==> src/rtl/seven_seg_scanner.sv <==
// Multiplexing driver for common-anode 7-segment displays: prescaled digit slots, dead time,
// PWM brightness and per-digit masking. Optional macro: SEVEN_SEG_LEADING_ZERO_BLANK_EN.

module seven_seg_decoder (
    input  logic [3:0] hex_i,
    output logic [6:0] segments_o
);
    // Active-low codes, bit order {g,f,e,d,c,b,a}.
    always_comb begin
        case (hex_i)
            4'h0:    segments_o = 7'h40;
            4'h1:    segments_o = 7'h79;
            4'h2:    segments_o = 7'h24;
            4'h3:    segments_o = 7'h30;
            4'h4:    segments_o = 7'h19;
            4'h5:    segments_o = 7'h12;
            4'h6:    segments_o = 7'h02;
            4'h7:    segments_o = 7'h78;
            4'h8:    segments_o = 7'h00;
            4'h9:    segments_o = 7'h10;
            4'hA:    segments_o = 7'h08;
            4'hB:    segments_o = 7'h03;
            4'hC:    segments_o = 7'h46;
            4'hD:    segments_o = 7'h21;
            4'hE:    segments_o = 7'h06;
            default: segments_o = 7'h0E;
        endcase
    end
endmodule

module seven_seg_scanner #(
    parameter int NUM_DIGITS    = 4,
    parameter int PRESCALE_LOG2 = 10,
    parameter int BLANK_CYCLES  = 16,
    parameter int BRIGHT_W      = 4
) (
    input  logic                                                  clk,
    input  logic                                                  reset,
    input  logic [NUM_DIGITS*5-1:0]                               digits,
    input  logic [NUM_DIGITS-1:0]                                 digit_en,
    input  logic [BRIGHT_W-1:0]                                   brightness,
    output logic [6:0]                                            segments,
    output logic                                                  point,
    output logic [NUM_DIGITS-1:0]                                 anodes,
    output logic [((NUM_DIGITS > 1) ? $clog2(NUM_DIGITS) : 1)-1:0] scan_idx,
    output logic                                                  frame_tick
);
    localparam int                       IDX_W     = (NUM_DIGITS > 1) ? $clog2(NUM_DIGITS) : 1;
    localparam logic [IDX_W-1:0]         LAST_IDX  = IDX_W'(NUM_DIGITS - 1);
    localparam logic [PRESCALE_LOG2-1:0] BLANK_CNT = PRESCALE_LOG2'(BLANK_CYCLES);

    logic [PRESCALE_LOG2-1:0] slot_cnt_q, slot_cnt_d;
    logic [IDX_W-1:0]         scan_idx_q, scan_idx_d;

    // Per-slot capture of the digit being shown.
    logic [3:0]               hex_q;
    logic                     point_n_q;
    logic                     blank_q;
    logic                     en_q;
    logic [BRIGHT_W-1:0]      bright_q;

    logic [6:0]               segments_q;
    logic                     point_q;
    logic [NUM_DIGITS-1:0]    anodes_q;
    logic                     frame_tick_q;

    logic                     slot_start;
    logic                     slot_end;
    logic                     lit;
    logic                     blank_d;
    logic [4:0]               cur_digit;
    logic [6:0]               dec_seg;

    seven_seg_decoder u_decoder (
        .hex_i      (hex_q),
        .segments_o (dec_seg)
    );

    always_comb begin
        // NOTE: every combinational output gets a value before any branch, so no latch is inferred.
        slot_start = (slot_cnt_q == '0);
        slot_end   = (slot_cnt_q == '1);
        slot_cnt_d = slot_cnt_q + 1'b1;
        scan_idx_d = scan_idx_q;
        if (slot_end) begin
            scan_idx_d = (scan_idx_q == LAST_IDX) ? '0 : scan_idx_q + 1'b1;
        end
        cur_digit = digits[5*int'(scan_idx_q) +: 5];
        lit = (slot_cnt_q >= BLANK_CNT) && en_q
              && (slot_cnt_q[PRESCALE_LOG2-1 -: BRIGHT_W] < bright_q);
    end

`ifdef SEVEN_SEG_LEADING_ZERO_BLANK_EN
    // Frame snapshot keeps the blanking decision consistent across all slots of one frame.
    logic [NUM_DIGITS*5-1:0] frame_digits_q;
    logic [NUM_DIGITS-1:0]   zero_run;

    always_comb begin
        zero_run = '0;
        zero_run[NUM_DIGITS-1] = (frame_digits_q[5*(NUM_DIGITS-1) +: 4] == 4'h0);
        for (int i = NUM_DIGITS - 2; i >= 0; i--) begin
            zero_run[i] = zero_run[i+1] && (frame_digits_q[5*i +: 4] == 4'h0);
        end
        blank_d = (scan_idx_q != '0) && zero_run[scan_idx_q];
    end

    always_ff @(posedge clk) begin
        if (reset) begin
            frame_digits_q <= '0;
        end else if (slot_start && (scan_idx_q == '0)) begin
            frame_digits_q <= digits;
        end
    end
`else
    assign blank_d = 1'b0;
`endif

    always_ff @(posedge clk) begin
        if (reset) begin
            slot_cnt_q   <= '0;
            scan_idx_q   <= '0;
            hex_q        <= 4'h0;
            point_n_q    <= 1'b1;
            blank_q      <= 1'b1;
            en_q         <= 1'b0;
            bright_q     <= '0;
            segments_q   <= 7'h7F;
            point_q      <= 1'b1;
            anodes_q     <= '1;
            frame_tick_q <= 1'b0;
        end else begin
            slot_cnt_q <= slot_cnt_d;
            scan_idx_q <= scan_idx_d;
            if (slot_start) begin
                hex_q     <= cur_digit[3:0];
                point_n_q <= cur_digit[4];
                blank_q   <= blank_d;
                en_q      <= digit_en[scan_idx_q];
                bright_q  <= brightness;
            end
            // Segments settle one cycle after capture, ahead of the first lit cycle.
            segments_q   <= blank_q ? 7'h7F : dec_seg;
            point_q      <= point_n_q;
            anodes_q     <= lit ? ~(NUM_DIGITS'(1) << scan_idx_q) : '1;
            frame_tick_q <= slot_end && (scan_idx_q == LAST_IDX);
        end
    end

    assign segments   = segments_q;
    assign point      = point_q;
    assign anodes     = anodes_q;
    assign scan_idx   = scan_idx_q;
    assign frame_tick = frame_tick_q;

endmodule

==> config.mk <==
export PLATFORM = sky130hd
export DESIGN_NAME = seven_seg_scanner
export DESIGN_NICKNAME = d
export VERILOG_FILES = /design/src/rtl/seven_seg_scanner.sv
export SDC_FILE = /design/constraint.sdc
export NUM_CORES = 1
export LEC_CHECK = 0
export ABC_AREA = 1
export CAP_MARGIN = 5
export CORE_ASPECT_RATIO = 0.8
export CORE_MARGIN = 1.5
export CORE_UTILIZATION = 52
export CTS_BUF_LIST = sky130_fd_sc_hd__clkbuf_4
export DETAILED_ROUTE_END_ITERATION = 16
export HOLD_SLACK_MARGIN = 0.02
export PLACE_DENSITY = 0.82
export SKIP_CTS_REPAIR_TIMING = 1
export SLEW_MARGIN = 30
export SYNTH_ARGS = -nofsm -noshare
export SYNTH_HDL_FRONTEND = slang
export SYNTH_HIERARCHICAL = 1
export SYNTH_SLANG_ARGS = --single-unit
export TNS_END_PERCENT = 1
==> constraint.sdc <==
create_clock -name clk -period 1.55 [get_ports clk]
set_input_delay 0.155 -clock clk [delete_from_list [all_inputs] [get_ports clk]]
set_output_delay 0.155 -clock clk [all_outputs]
set_load 0.02 [all_outputs]
==> flow_metrics.tcl, run 1 <==
set metrics [dict create \
    period_minus_slack_ns 1.45 \
    tritoncts "yes" \
    finalSetupViolations 0 \
    ys_warn_count 6 \
    worst-path-max-fanout 1 \
    htreeDepth 2 \
    numPortBuffers 44 \
    num_rows 20 \
    dpl_cell_area_sq_um 2480 \
    clk_pin_slew_worst_paths_ns 0.11 \
    cts.sinks 36 \
    power_switching_w 0.000606 \
    crit_buf_inv 1 \
    gp_congestion 0.827 \
    yosysSeqAreaShare_pct 35.8 \
    antenna_found_initial 0 \
    combPwrFrac_pct 23.4 \
    clockBufferDepth 2 \
    final_cell_area_sq_um 2550 \
    postSynthCellCount 302 \
    synthTopCellsByArea "dfxtp_1 (36%), nand2_1 (17%), ha_1 (10%), inv_1 (9.1%), nor2_1 (7.7%)" \
    clock-skew-final_ns 0.00660 \
    route.met3.wl_um 208 \
    drc 0 \
    yosys.area.top_type "dfxtp_1" \
    rsz0062_at_grt "no" \
    n_fill_cell 341 \
    synth.top_cell.area_share_pct 35.8 \
    track_usage_pct 20.4 \
    cp_slowest_stage_delay_ns 0.60 \
    final_util_pct 67.8 \
    synth_edf_count 0 \
    drive_gt1_share_pct 8.24 \
    syn_area_per_cell_sq_um 6.66 \
    drt-total-wl_mm 3.80 \
    initial_core_util_pct 53.6 \
    max_cap_violations 0 \
    period_share_pct 93.3 \
    dieWidth_um 72.5 \
    ys_types 23 \
    synthArstFlopShare_pct 0 \
    syn-num-nets 348 \
    pre_cts_ws_ns 0.173 \
    power.internal_w 0.00139 \
    leakage_nw 1.32 \
    areaGrowthSynthToFinish_pct 26.6 \
    finalWorstSetupSlack_ns 0.104 \
    worstPathArrival_ns 1.29 \
    worstSkewPairLatency_ns 0.33 \
    grt_max_degree 19 \
    p_per_area_nw_per_um2 784 \
    hold_violations 0 \
    nets 397 \
    numCtsBuffers 5 \
    ir_drop_mv 0.388 \
    antenna_cells 0 \
    routed-wl-met2_mm 1.62 \
    hp-class "input pin to flop" \
    synth-seq-cells 36 \
    pwr-share-clk_pct 24.4 \
    grt.overflow.total 0 \
    max_freq_mhz 691 \
    die_y_um 58.6 \
    cts_root_buf "clkbuf_4" \
    synth-main-ff-cell "dfxtp_1" \
    place_hpwl_mm 2.97 \
    slowest_stage "clkdlybuf4s50_1" \
    drtIter0Drc 77 \
    p_seq_share_pct 52.2 \
    num_vias 1810 \
    worst-setup-path-type "flop to output pin" \
    cp.required_ns 1.39 \
    tightestPinTransition_ns 0.416 \
    swShare_pct 30.4 \
    io_pins 45 \
    startpoint_type "flop" \
    slew_violations 0 \
    crit_family "buffers and inverters" \
    top_layer_used "met4" \
    status "finished, final reports clean" \
    crit_chain "clkdlybuf4s50_1" \
    drt-pass1-iter-count 4 \
    place_inst 388 \
    synth_area_sq_um 2010 \
    final_cells 396 \
    wl_per_cell_um 9.60 \
    die-area_sq_um 4250 \
    fp.coreArea_sq_um 3750 \
    grt_pass1_wl_mm 6.75 \
    cp-end-kind "output pin" \
    relSlewSlack_pct 72.2 \
    grt_pass1_vias 1600 \
    ant_nets 0 \
    wl_met1_mm 1.95 \
    vias_per_cell 4.57 \
]
## routing by layer
layer  vias to the layer above  GRT usage [%]
met5                         -              0
met4                         0           7.82
met3                         2           5.48
met2                        56           32.0
met1                       741           27.1
li1                       1011              -
## cell type report
type | count | area (sq um) | area share [%]
multi-input combinational | 207 | 1030 | 40.6
sequential | 36 | 722 | 28.4
timing repair buffer | 49 | 483 | 19.0
inverter | 52 | 195 | 7.67
tap | 44 | 55.1 | 2.16
clock buffer | 5 | 37.5 | 1.47
clock inverter | 3 | 18.8 | 0.737
## cell usage in the layout (no fill, tap or decap), drive strengths merged
cell            n
a21oi           9
buf             5
clkbuf          5
clkdlybuf4s50  42
clkinv          3
dfxtp          36
dlymetal6s2s    2
ha             16
inv            52
nand2          92
nand3          22
nand3b          1
nor2           45
nor3            2
nor3b           1
o21a            1
o21ai          17
or2             1
## flip-flops by register name, indices dropped and copies added (netlist names), 2 cells and up
| signal | count |
|---|---|
| bright_q | 4 |
| hex_q | 4 |
| segments | 7 |
| anodes | 4 |
| slot_cnt_q | 10 |
| scan_idx | 2 |
## power groups by stage
stage	logic [W]	registers, W	clock network [W]
after floorplan	0.000291	0.00107	0
after global placement	0.000463	0.00106	0
after detailed placement	0.000467	0.00107	0
after CTS	0.000469	0.00104	0.000501
after global routing	0.000537	0.00106	0.000554
final	0.000467	0.00104	0.000486
## through the flow
stage               total power (W)  TNS [ns]  hold slack, ns
global route                0.00215         0           0.463
floorplan                   0.00136         0           0.348
finish                      0.00200         0           0.419
detailed placement          0.00153         0           0.437
global placement            0.00153         0           0.420
CTS                         0.00201    -0.179           0.405
## Yosys cell counts, types with 2 or more instances
cell type and n:
ha_1 16, nor3_1 2, o21ai_0 13, nor2_2 4
buf_2 3, a21oi_1 8, dfxtp_1 36, nor2_1 41
inv_2 3, nand2_1 90, o21ai_1 3, nand3_1 21
buf_6 4, inv_1 49
## logic make-up after synthesis
logic type,after synthesis,synth area share (%)
buf+inv,59,12.7
fa+ha+maj,16,9.96
simple gates,164,34.3
compound gates,27,7.22
flops,36,35.8
## path summary, 6_finish.rpt
kind | start | to | slack (ns) | depth (start not counted)
setup / recovery | anodes[2]$_SDFF_PP1_ | anodes[2] | 0.10 | 1
hold / removal | brightness[3] | bright_q[3]$_SDFFE_PP0N_ | 0.42 | 5
setup reg to reg | slot_cnt_q[7]$_SDFF_PP0_ | point_n_q$_SDFFE_PP1N_ | 0.24 | 7
hold reg to reg | point_n_q$_SDFFE_PP1N_ | point$_SDFF_PP1_ | 0.45 | 1
Note: power is estimated with default switching activity, not from simulation.
==> inputs of run 2 (changes only) <==
==> config.mk (replaced) <==
export PLATFORM = sky130hd
export DESIGN_NAME = seven_seg_scanner
export DESIGN_NICKNAME = d
export VERILOG_FILES = /design/src/rtl/seven_seg_scanner.sv
export SDC_FILE = /design/constraint.sdc
export NUM_CORES = 1
export LEC_CHECK = 0
export CAP_MARGIN = 5
export CORE_ASPECT_RATIO = 0.8
export CORE_MARGIN = 1.5
export CORE_UTILIZATION = 55
export CTS_BUF_LIST = sky130_fd_sc_hd__clkbuf_4
export DETAILED_ROUTE_END_ITERATION = 16
export HOLD_SLACK_MARGIN = 0.02
export PLACE_DENSITY = 0.88
export SKIP_CTS_REPAIR_TIMING = 1
export SLEW_MARGIN = 30
export SYNTH_ARGS = -nofsm -noshare
export SYNTH_HDL_FRONTEND = slang
export SYNTH_HIERARCHICAL = 1
export SYNTH_SLANG_ARGS = --single-unit
==> constraint.sdc (replaced) <==
create_clock -name clk -period 1.75 [get_ports clk]
set_input_delay 0.175 -clock clk [delete_from_list [all_inputs] [get_ports clk]]
set_output_delay 0.175 -clock clk [all_outputs]
set_load 0.02 [all_outputs]
==> run 2 against run 1 <==
Die area is 13% lower. Clock skew up 0.0065 ns. Critical endpoint is now scan_idx[0]. Register-to-register slack got worse by 0.16 ns. Largest cell class unchanged. Combinational power down 24%.
==> flow_metrics.tcl, run 2 <==
set metrics [dict create \
    swShare_pct 25.1 \
    slowest_stage "clkdlybuf4s50_1" \
    syn-num-nets 225 \
    synthTopCellsByArea "dfxtp_1 (39%), ha_1 (11%), mux4_1 (8.6%), mux2i_1 (7.6%), nor2_1 (5.3%)" \
    synth_area_sq_um 1840 \
    hold_violations 0 \
    hp-class "input pin to flop" \
    finalSetupViolations 0 \
    synthMostInstantiatedCell "dfxtp_1" \
    num_rows 18 \
    crit_family "buffers and inverters" \
    synthArstFlopShare_pct 0 \
    antenna_cells 0 \
    startpoint_type "flop" \
    die_y_um 54.7 \
    largest_register_ffs 10 \
    cp_slowest_stage_delay_ns 0.60 \
    io_pins 45 \
    cts.sinks 36 \
    num_vias 1498 \
    pwr-share-clk_pct 31.7 \
    period_minus_slack_ns 1.68 \
    worst-path-max-fanout 6 \
    max_freq_mhz 596 \
    status "finished, final reports clean" \
    synth_compound_gate_area_share_pct 5.24 \
    die-area_sq_um 3700 \
    syn_area_per_cell_sq_um 10.3 \
    synth_adder_area_share_pct 10.9 \
    htreeDepth 2 \
    ir_drop_mv 0.576 \
    drt-total-wl_mm 3.91 \
    final_util_pct 77.6 \
    synth-main-ff-cell "dfxtp_1" \
    initial_core_util_pct 58.8 \
    synth-seq-cells 36 \
    final_common_cell "clkdlybuf4s50_1" \
    drive_gt1_share_pct 9.91 \
    synth.top_cell.area_share_pct 39.2 \
    r2r_setup_slack_ns 0.08 \
    combPwrFrac_pct 19.3 \
    cp.required_ns 1.57 \
    grt_max_degree 16 \
    drc 0 \
    power_switching_w 0.000465 \
    gp_congestion 0.912 \
    worstPathArrival_ns 1.50 \
    crit_chain "buf_4, clkdlybuf4s50_1" \
    multi_input_area_sq_um 1030 \
    drtIter0Drc 87 \
    leakage_nw 0.990 \
    synth_edf_count 0 \
    areaGrowthSynthToFinish_pct 32.1 \
    antenna_found_initial 0 \
    muxShareOfSynthArea_pct 18.0 \
    clockBufferDepth 2 \
    numPortBuffers 44 \
    worstSkewPairLatency_ns 0.34 \
    final_cell_mix "clkdlybuf4s50_1 (44), dfxtp_1 (36), nor2_1 (26)" \
    ys_types 36 \
    regMostFlops "slot_cnt_q" \
    clk_pin_slew_worst_paths_ns 0.10 \
    power.internal_w 0.00138 \
    p_per_area_nw_per_um2 761 \
    p_seq_share_pct 49.0 \
    synth_top_cells_by_count "dfxtp_1 (36), nor2_1 (26), ha_1 (16), mux2i_1 (14), inv_1 (12)" \
    ant_nets 0 \
    vias_per_cell 5.51 \
    tightestPinTransition_ns 0.571 \
    period_share_pct 95.9 \
    setup_tns_ns 0 \
    synth_top_family_by_area "simple AND/OR/NAND/NOR gates" \
    grt_pass1_wl_mm 6.07 \
    nets 277 \
    n_fill_cell 191 \
    worst-setup-path-type "flop to output pin" \
    grt_pass1_vias 1422 \
    seq_area_sq_um 721 \
    fp.coreArea_sq_um 3130 \
    tritoncts "yes" \
    yosys.area.top_type "dfxtp_1" \
    synthXorXnorAreaFrac_pct 3.33 \
    place_hpwl_mm 2.98 \
    wl_per_cell_um 14.4 \
    rsz0062_at_grt "no" \
    ys_warn_count 6 \
    slew_violations 0 \
    grt.overflow.total 0 \
    crit_buf_inv 2 \
    yosys.area_share.simple_pct 18.3 \
    postSynthCellCount 179 \
    yosysSeqAreaShare_pct 39.2 \
    relSlewSlack_pct 61.8 \
    track_usage_pct 23.0 \
    cp-end-kind "output pin" \
    drt-pass1-iter-count 4 \
    numCtsBuffers 5 \
    max_cap_violations 0 \
    clock-skew-final_ns 0.0131 \
    dieWidth_um 67.7 \
    cts_root_buf "clkbuf_4" \
]
## run 2: layout make-up
cell class	instances	share of cell area [%]
multi-input cells	123	42.2
flip-flops and latches	36	29.7
repair buffers	53	20.9
well taps	40	2.06
clock buffers	6	1.85
inverters	12	1.85
clock inverters	2	1.44
## run 2: path summary, 6_finish.rpt
path                       startpoint  cells after the start                        to
min reg2reg    point_n_q$_SDFFE_PP1N_                      1          point$_SDFF_PP1_
max reg2reg     hex_q[1]$_SDFFE_PP0N_                      5    segments[3]$_SDFF_PP1_
max          scan_idx[0]$_SDFFE_PP0N_                      2               scan_idx[0]
min                     brightness[0]                      3  bright_q[0]$_SDFFE_PP0N_
## run 2: routing by layer
metal / vias to the layer above / global-route usage [%] / wire, um
li1: 728 / - / -
met1: 703 / 24.8 / 1610
met2: 56 / 40.5 / 1960
met3: 11 / 7.00 / 254
met4: 0 / 13.3 / 81
met5: - / 0 / 0
## run 2: kinds of logic (layout without fill, tap and decap cells)
logic type | after synthesis | count (layout)
compound gates | 14 | 14
xor+xnor | 7 | 7
fa+ha+maj | 16 | 16
buf+inv | 20 | 73
flops | 36 | 36
mux | 22 | 22
simple gates | 64 | 64
## run 2: power groups by stage
stage / sequential (W) / clock, W / combinational (W)
after global routing: 0.000914 / 0.000631 / 0.000385
after CTS: 0.000907 / 0.000594 / 0.000356
final: 0.000907 / 0.000585 / 0.000356
after detailed placement: 0.000925 / 0 / 0.000352
after global placement: 0.000919 / 0 / 0.000335
after floorplan: 0.000933 / 0 / 0.000190
## run 2: tightest hold or removal path: cells and delay by family
family / cells / cell delay (ns)
AND/OR/NAND/NOR: 1 / 0.05
multiplexers: 1 / 0.13
buffers and inverters: 1 / 0.40
## run 2: stage by stage
step	cell area (sq um)	total power (W)	setup WS, ns	instances	hold WS (ns)
4_1_cts	2430	0.00186	0.0523	272	0.448
2_1_floorplan	1840	0.00112	0.0349	179	0.277
3_3_place_gp	2350	0.00125	0.156	264	0.443
6_report	2430	0.00185	0.0719	272	0.452
5_1_grt	2430	0.00193	0.00371	272	0.445
3_5_place_dp	2350	0.00128	0.0889	264	0.467
==> inputs of run 3 (changes only) <==
--- a/config.mk
+++ b/config.mk
@@ -9,7 +9,7 @@
 export CORE_ASPECT_RATIO = 0.8
 export CORE_MARGIN = 1.5
 export CORE_UTILIZATION = 55
-export CTS_BUF_LIST = sky130_fd_sc_hd__clkbuf_4
+export CTS_BUF_LIST = sky130_fd_sc_hd__clkbuf_8
 export DETAILED_ROUTE_END_ITERATION = 16
 export HOLD_SLACK_MARGIN = 0.02
 export PLACE_DENSITY = 0.88
==> run 3 against run 2 <==
Global-route usage about the same. Maximum frequency increased by 0.82%. Non-clock buffer count unchanged. Highest routed layer unchanged.
==> flow_metrics.tcl, run 3 (synthesis gave the netlist of run 2 again) <==
set metrics [dict create \
    grt_max_degree 16 \
    drt-total-wl_mm 3.84 \
    power_switching_w 0.000474 \
    p_seq_share_pct 46.3 \
    worstPathArrival_ns 1.84 \
    die-area_sq_um 3700 \
    relSlewSlack_pct 60.0 \
    largest_register_ffs 10 \
    vias_per_cell 5.46 \
    setup_tns_ns 0 \
    power.internal_w 0.00149 \
    crit_family "multiplexers" \
    p_total_w 0.00196 \
    fp.coreArea_sq_um 3130 \
    io_pins 45 \
    period_share_pct 95.1 \
    startpoint_type "flop" \
    slowest_stage "mux4_1" \
    crit_end "segments[3]$_SDFF_PP1_" \
    ant_nets 0 \
    clock-skew-final_ns 0.00522 \
    combPwrFrac_pct 18.1 \
    r2r_setup_slack_ns 0.09 \
    place_hpwl_mm 2.98 \
    grt_pass1_wl_mm 6.09 \
    htreeDepth 2 \
    drive_gt1_share_pct 9.48 \
    swShare_pct 24.2 \
    hp-class "flop to flop" \
    tritoncts "yes" \
    finalSetupViolations 0 \
    cp.depth 5 \
    numPortBuffers 44 \
    clockBufferDepth 2 \
    crit_buf_inv 2 \
    cp-end-kind "flop" \
    rsz0062_at_grt "no" \
    crit_path_start "hex_q[1]$_SDFFE_PP0N_" \
    antenna_cells 0 \
    slew_violations 0 \
    ir_drop_mv 0.427 \
    cts_root_buf "clkbuf_8" \
    crit_path_frequent_cell "inv_1" \
    period_minus_slack_ns 1.66 \
    final_cell_mix "clkdlybuf4s50_1 (44), dfxtp_1 (36), nor2_1 (26)" \
    crit_chain "inv_1, ha_1, inv_1, mux4_1, or3_1" \
    cp_slowest_stage_delay_ns 0.46 \
    numCtsBuffers 5 \
    num_rows 18 \
    worst-path-max-fanout 5 \
    wl_per_cell_um 14.1 \
    tightestPinTransition_ns 0.598 \
    drtIter0Drc 61 \
    max_cap_violations 0 \
    gp_congestion 0.912 \
    status "finished, final reports clean" \
    regMostFlops "slot_cnt_q" \
    nets 277 \
    max_freq_mhz 601 \
    leakage_nw 1.00 \
    r2r_start "hex_q[1]$_SDFFE_PP0N_" \
    die_y_um 54.7 \
    areaGrowthSynthToFinish_pct 33.6 \
    p_per_area_nw_per_um2 797 \
    initial_core_util_pct 58.8 \
    grt.overflow.total 0 \
    drt-pass1-iter-count 4 \
    reg2reg_depth 5 \
    num_vias 1486 \
    cts.sinks 36 \
    dieWidth_um 67.7 \
    final_common_cell "clkdlybuf4s50_1" \
    pwr-share-clk_pct 35.6 \
    worst-setup-path-type "flop to flop" \
    antenna_found_initial 0 \
    worstSkewPairLatency_ns 0.29 \
    grt_pass1_vias 1401 \
    clk_pin_slew_worst_paths_ns 0.07 \
    rr_endpoint "segments[3]$_SDFF_PP1_" \
    cp.required_ns 1.92 \
    hold_violations 0 \
    track_usage_pct 23.0 \
    drc 0 \
]
[run 3: cell count changes in the layout (fill, tap and decap cells not counted)]
cell,previous run,this run
clkbuf_4,6,0
clkbuf_8,0,5
inv_1,12,13
[run 3: routing by layer]
layer	part of all wire (%)	vias to the layer above	GRT usage (%)	routed length [um]
met2	50	66	41.3	1910
met5	0	-	0	0
li1	-	727	-	-
met4	2.4	0	11.9	91
met3	7.2	11	5.97	278
met1	41	682	25.3	1570
[run 3: how the worst min path moves through the flow]
stage / start / end / slack (ns) / cells past startpoint
floorplan: reset / segments[2]$_SDFF_PP1_ / 0.28 / 1
global placement: point_n_q$_SDFFE_PP1N_ / point$_SDFF_PP1_ / 0.44 / 1
detailed placement: point_n_q$_SDFFE_PP1N_ / point$_SDFF_PP1_ / 0.47 / 1
CTS: point_n_q$_SDFFE_PP1N_ / point$_SDFF_PP1_ / 0.47 / 1
global route: point_n_q$_SDFFE_PP1N_ / point$_SDFF_PP1_ / 0.50 / 1
finish: point_n_q$_SDFFE_PP1N_ / point$_SDFF_PP1_ / 0.47 / 1
[run 3: area by class of cell]
| cell class | count | area (sq um) |
|---|---|---|
| clock buffers | 5 | 68.8 |
| clock inverters | 3 | 38.8 |
| fillers | 178 | 673 |
| inverters | 12 | 45.0 |
| multi-input cells | 123 | 1030 |
| flip-flops and latches | 36 | 721 |
| well taps | 40 | 50.0 |
| repair buffers | 53 | 508 |
[run 3: power by group through the flow]
stage / clock network, W / registers (W) / logic [W]
6_report: 0.000698 / 0.000906 / 0.000356
5_1_grt: 0.000743 / 0.000913 / 0.000384
4_1_cts: 0.000713 / 0.000907 / 0.000356
3_5_place_dp: 0 / 0.000925 / 0.000352
3_3_place_gp: 0 / 0.000919 / 0.000335
2_1_floorplan: 0 / 0.000933 / 0.000190
[run 3: per-stage QoR]
stage | area [sq um] | utilization (%) | setup WS, ns | hold WS [ns] | instances
3_3_place_gp | 2350 | 75.1 | 0.156 | 0.443 | 264
4_1_cts | 2460 | 78.5 | 0.0859 | 0.475 | 272
2_1_floorplan | 1840 | - | 0.0349 | 0.277 | 179
5_1_grt | 2460 | 78.5 | 0.00332 | 0.495 | 272
3_5_place_dp | 2350 | 75.1 | 0.0889 | 0.467 | 264
6_report | 2460 | 78.5 | 0.0855 | 0.466 | 272
[run 3: worst reg2reg max path, stage by stage (launching register included)]
cell,delay (ns)
dfxtp_1,0.33
inv_1,0.10
ha_1,0.29
inv_1,0.06
mux4_1,0.46
or3_1,0.31
